File: src/rtl/dna_access_ctrl.sv
// dna_access_ctrl: DNA_PORT start-up sequencer, 57-bit DNA cache
// and round-robin server for internal requesters.
module dna_access_ctrl #(
    parameter int NUM_REQ   = 4,
    parameter int START_DLY = 20
) (
    input  logic               sys_clk,
    input  logic               sys_rst,
    input  logic               dna_rdy,
    input  logic               dna_dout,
    output logic               dna_read,
    output logic               dna_shift,
    input  logic               reread,
    input  logic [NUM_REQ-1:0] req,
    output logic [NUM_REQ-1:0] gnt,
    output logic               rsp_valid,
    output logic [2:0]         rsp_id,
    output logic [56:0]        rsp_data,
    output logic [56:0]        dna_data,
    output logic               dna_valid,
    output logic               busy
);

    localparam int WCW = (START_DLY > 1) ? $clog2(START_DLY) : 1;

    typedef enum logic [2:0] {
        S_IDLE,
        S_WAIT,
        S_LOAD,
        S_GAP,
        S_SHIFT,
        S_SERVE
    } state_t;

    state_t             r_state;
    state_t             w_next;
    logic [WCW-1:0]     r_wcnt;
    logic [5:0]         r_bcnt;
    logic [56:0]        r_dna;
    logic               r_valid;
    logic               r_read;
    logic               r_shift;
    logic               r_busy;
    logic [2:0]         r_ptr;
    logic [NUM_REQ-1:0] r_gnt;
    logic               r_rsp_vld;
    logic [2:0]         r_rsp_id;
    logic [56:0]        r_rsp_data;

    logic               w_hit;
    logic [2:0]         w_idx;
    logic [3:0]         w_sum;
    logic [2:0]         w_ptr_nxt;
    logic               w_grant;
    logic               w_next_busy;

    // Next-state decode for the start-up / reread sequencer
    always_comb begin
        w_next = r_state;
        unique case (r_state)
            S_IDLE:  if (dna_rdy) w_next = S_WAIT;
            S_WAIT:  if (dna_rdy && r_wcnt == WCW'(START_DLY - 1))
                         w_next = S_LOAD;
            S_LOAD:  w_next = S_GAP;
            S_GAP:   w_next = S_SHIFT;
            S_SHIFT: if (r_bcnt == 6'd56) w_next = S_SERVE;
            S_SERVE: if (reread) w_next = S_LOAD;
            default: w_next = S_IDLE;
        endcase
    end

    assign w_next_busy = (w_next == S_WAIT) || (w_next == S_LOAD) ||
                         (w_next == S_GAP)  || (w_next == S_SHIFT);

    // State, counters, DNA capture and primitive pin registers
    always_ff @(posedge sys_clk) begin
        if (sys_rst) begin
            r_state <= S_IDLE;
            r_wcnt  <= '0;
            r_bcnt  <= '0;
            r_dna   <= '0;
            r_valid <= 1'b0;
            r_read  <= 1'b0;
            r_shift <= 1'b0;
            r_busy  <= 1'b0;
        end else begin
            r_state <= w_next;
            if (r_state == S_IDLE)
                r_wcnt <= '0;
            else if (r_state == S_WAIT && dna_rdy)
                r_wcnt <= r_wcnt + 1'b1;
            if (r_state == S_GAP)
                r_bcnt <= '0;
            else if (r_state == S_SHIFT)
                r_bcnt <= r_bcnt + 6'd1;
            if (r_state == S_SHIFT)
                r_dna <= {r_dna[55:0], dna_dout};
            if (w_next == S_LOAD)
                r_valid <= 1'b0;
            else if (r_state == S_SHIFT && w_next == S_SERVE)
                r_valid <= 1'b1;
            r_read  <= (w_next == S_LOAD);
            r_shift <= (w_next == S_SHIFT);
            r_busy  <= w_next_busy;
        end
    end

    // Round-robin search starting at the slot after the last grant
    always_comb begin
        w_hit = 1'b0;
        w_idx = 3'd0;
        w_sum = 4'd0;
        for (int k = 0; k < NUM_REQ; k++) begin
            w_sum = {1'b0, r_ptr} + 4'(k);
            if (w_sum >= 4'(NUM_REQ))
                w_sum = w_sum - 4'(NUM_REQ);
            if (!w_hit && |(req & (NUM_REQ'(1) << w_sum))) begin
                w_hit = 1'b1;
                w_idx = w_sum[2:0];
            end
        end
    end

    assign w_ptr_nxt = (w_idx == 3'(NUM_REQ - 1)) ? 3'd0 : w_idx + 3'd1;
    assign w_grant   = (r_state == S_SERVE) && w_hit;

    // Grant and response registers, all updated on the same edge
    always_ff @(posedge sys_clk) begin
        if (sys_rst) begin
            r_ptr      <= '0;
            r_gnt      <= '0;
            r_rsp_vld  <= 1'b0;
            r_rsp_id   <= '0;
            r_rsp_data <= '0;
        end else begin
            r_rsp_vld <= w_grant;
            if (w_grant) begin
                r_gnt      <= NUM_REQ'(1) << w_idx;
                r_rsp_id   <= w_idx;
                r_rsp_data <= r_dna;
                r_ptr      <= w_ptr_nxt;
            end else begin
                r_gnt <= '0;
            end
        end
    end

    assign dna_read  = r_read;
    assign dna_shift = r_shift;
    assign busy      = r_busy;
    assign dna_valid = r_valid;
    assign dna_data  = r_dna;
    assign gnt       = r_gnt;
    assign rsp_valid = r_rsp_vld;
    assign rsp_id    = r_rsp_id;
    assign rsp_data  = r_rsp_data;

endmodule
File: config.mk
export PLATFORM = sky130hd
export DESIGN_NAME = dna_access_ctrl
export DESIGN_NICKNAME = d
export VERILOG_FILES = /design/src/rtl/dna_access_ctrl.sv
export SDC_FILE = /design/constraint.sdc
export NUM_CORES = 1
export LEC_CHECK = 0
export CELL_PAD_IN_SITES_DETAIL_PLACEMENT = 1
export CELL_PAD_IN_SITES_GLOBAL_PLACEMENT = 2
export CORE_MARGIN = 5
export CORE_UTILIZATION = 39
export DETAILED_ROUTE_END_ITERATION = 16
export DONT_BUFFER_PORTS = 1
export PLACE_DENSITY = 0.83
export RECOVER_POWER = 25
export SKIP_CTS_REPAIR_TIMING = 1
export SLEW_MARGIN = 5
export SYNTH_ARGS = -nofsm -noshare
export SYNTH_HDL_FRONTEND = slang
export SYNTH_SLANG_ARGS = --single-unit
File: constraint.sdc
create_clock -name sys_clk -period 7.75 [get_ports sys_clk]
set_input_delay 1.1625 -clock sys_clk [delete_from_list [all_inputs] [get_ports sys_clk]]
set_output_delay 1.1625 -clock sys_clk [all_outputs]
set_load 0.1 [all_outputs]
==> flow_summary.yaml <==
die:
  fp-row-count: 43
  core_area_sq_um: 13900
  die_area_sq_um: 16600
  num_io_pins: 135
  dieWidth_microns: 129
  start_util_pct: 39.7
  die_h_microns: 129
cells_and_area:
  areaGrowthSynthToFinish_pct: 11.2
  diodes: 0
  nNetsFinal: 665
  layout_commonest_cell: "nand2_1"
  drive_gt1_share_pct: 8.61
  layout_common_cells: "nand2_1 (246), dfxtp_1 (143), a21oi_1 (114)"
routing:
  drtIter0Drc: 212
  wl_per_cell_microns: 16.5
  routed_wl_microns: 13900
  firstDrtPassIters: 4
  viasPerCell: 5.19
  num_vias: 4373
  drc_errors: 0
  ant_nets: 0
sta:
  clock_skew_ps: 7.68
  hold_viol: 0
  fin_crit_ps: 3560
  finalWorstSetupSlack_ps: 4190
  worst-slew-pin-transition_ps: 2720
  tns_ps: 0
  holdWs_ps: 499
  period_share_pct: 46.0
  setup_viol: 0
  slew_viol_final: 63
  fmax_ghz: 0.281
  rsz0062_at_grt: "no"
  slew_headroom_pct: -81.1
power:
  p_comb_share_pct: 1.1
  power_w: 0.00157
  p_leak_nw: 1.96
  ir_drop_mv: 0.121
  clkPwrFrac_pct: 51.7
  seqPwrFrac_pct: 47.3
  p_sw_share_pct: 21.2
  p_switching_w: 0.000332
  power.density_nw_per_um2: 256
  p_int_w: 0.00124
placed_design:
  place_hpwl_microns: 9290
  post-place-ws_ps: 4250
  io_buffer_count: 0
  gp_congestion: 0.785
critical_path:
  cp-end-kind: "flip-flop"
  r2r_start: "r_state[2]$_SDFF_PP0_"
  rr_worst_depth: 6
  r2r-end: "r_bcnt[4]$_SDFFE_PP0P_"
  required_ps: 8040
  arrival_ps: 3850
  crit_type: "reg2reg"
  ff2ff_setup_slack_ps: 4190
  cp_max_fo: 62
  cp-start-kind: "flip-flop"
yosys:
  syn_area_per_cell_sq_um: 8.20
  synth_edf_count: 0
  async_flop_share_pct: 0
  synth_top_area_cell: "dfxtp_1"
  ys_types: 51
  syn_area_sq_um: 5510
  synth_nets: 688
  synth_top_area_share_pct: 51.9
  yosys-top-cells-area: "dfxtp_1 (52%), nand2_1 (17%), a21oi_1 (10%), clkbuf_1 (2.1%), a21oi_2 (1.9%)"
  yosysSeqAreaShare_pct: 51.9
  synth_ff_type: "dfxtp_1"
  ys.warnings.count: 0
  synth-seq-cells: 143
  syn_inst: 672
outcome:
  violations: "max-capacitance violations, max-slew violations"
  status: "complete, but fails checks"
global_route:
  grt_pass1_vias: 4523
  overflow: 0
  antenna_found_initial: 0
  grt_pass1_wl_microns: 22600
  grt_use_total_pct: 16.7
  grt_max_degree: 132
clock_network:
  clockRootBuffer: "clkbuf_16"
  clkTransAtPathRegs_ps: 60
  cts_buffers: 17
  cts_max_level: 4
  clock_sinks: 143
  cts_tree: "done"
  clockBufferDepth: 2
  clock_latency_ps: 410
hold_path:
  hp-start: "r_bcnt[5]$_SDFFE_PP0P_"
  hp-class: "reg2reg"
  min_path_cells: 2
  min_to: "r_bcnt[5]$_SDFFE_PP0P_"
run:
  max_cap_viol_count: 1
[cell families after synthesis]
family | Yosys count | share of synthesized area [%]
xor gates and xnor gates | 7 | 1.11
buffers and inverters | 54 | 4.81
adders and majority gates | 7 | 1.59
muxes | 8 | 1.70
and+or+nand+nor | 301 | 22.4
AOI/OAI and AO/OA | 152 | 16.5
DFF | 143 | 51.9
[synth_stat cells, types with 3 or more instances]
cell type and n:
nand4_1 5, nor3_1 5, or3_1 3, clkbuf_1 31, nand3b_1 3, nand2_1 246
buf_6 7, nor2_1 17, nor3b_1 3, a21oi_1 114, nand2b_1 6, nor2b_1 3
xor2_1 6, buf_2 8, inv_1 7, dfxtp_1 143, mux2i_1 6, a21oi_2 12
a21boi_0 3, ha_1 7
[final cells by class]
cell class,instances,area (sq um)
Multi-Input combinational cell,475,2390
Timing Repair Buffer,5,33.8
Tap cell,180,225
Sequential cell,143,2860
Inverter,7,26.3
Fill cell,1655,7750
Clock buffer,20,457
Clock inverter,12,135
[through the flow]
| stage | instances | area (sq um) | util (%) |
|---|---|---|---|
| final | 842 | 6130 | 44.2 |
| after global routing | 842 | 6130 | 44.2 |
| after CTS | 842 | 6140 | 44.2 |
| after detailed placement | 810 | 5550 | 39.9 |
| after global placement | 810 | 5550 | 39.9 |
| after floorplan | 672 | 5510 | - |
[power groups by stage]
| stage | Combinational (W) | Clock (W) | Sequential [W] |
|---|---|---|---|
| after detailed placement | 0.0000170 | 0 | 0.000757 |
| after global routing | 0.0000189 | 0.000863 | 0.000741 |
| final | 0.0000172 | 0.000810 | 0.000741 |
| after global placement | 0.0000163 | 0 | 0.000757 |
| after floorplan | 0.0000239 | 0 | 0.000756 |
| after CTS | 0.0000173 | 0.000826 | 0.000741 |
[worst max path at each step]
stage                          startpoint                         to  slack (ps)
detailed placement  r_ptr[0]$_SDFFE_PP0P_          gnt[0]$_SDFF_PP0_        4250
floorplan                          req[3]  rsp_data[27]$_SDFFE_PP0P_        4930
global placement    r_ptr[0]$_SDFFE_PP0P_          gnt[3]$_SDFF_PP0_        4420
finish              r_state[2]$_SDFF_PP0_     r_bcnt[4]$_SDFFE_PP0P_        4190
CTS                 r_ptr[0]$_SDFFE_PP0P_          gnt[0]$_SDFF_PP0_        4180
global route        r_state[2]$_SDFF_PP0_     r_bcnt[4]$_SDFFE_PP0P_        3730
[routing by layer]
layer	up-vias	GRT usage, %	share of wire [%]
li1	2168	-	-
met3	19	6.48	7.8
met4	0	5.74	1.4
met1	2086	19.4	43
met2	100	28.3	48
met5	-	0	0
[flip-flops by register name, summed over array words and instances (netlist names)]
| signal | cells |
|---|---|
| dna_valid | 1 |
| r_state | 3 |
| dna_read | 1 |
| dna_data | 57 |
| rsp_valid | 1 |
| rsp_data | 57 |
| r_wcnt | 5 |
| dna_shift | 1 |
| r_ptr | 3 |
| gnt | 4 |
| busy | 1 |
| rsp_id | 3 |
| r_bcnt | 6 |
[worst max-delay path, cell delays in order (launching register included)]
cell	delay (ps)
dfxtp_1	530
inv_1	140
nor3_1	240
clkbuf_1	1970
nand4_1	270
xor2_1	230
nor2_1	60
Power figures use the tool's default switching activity.
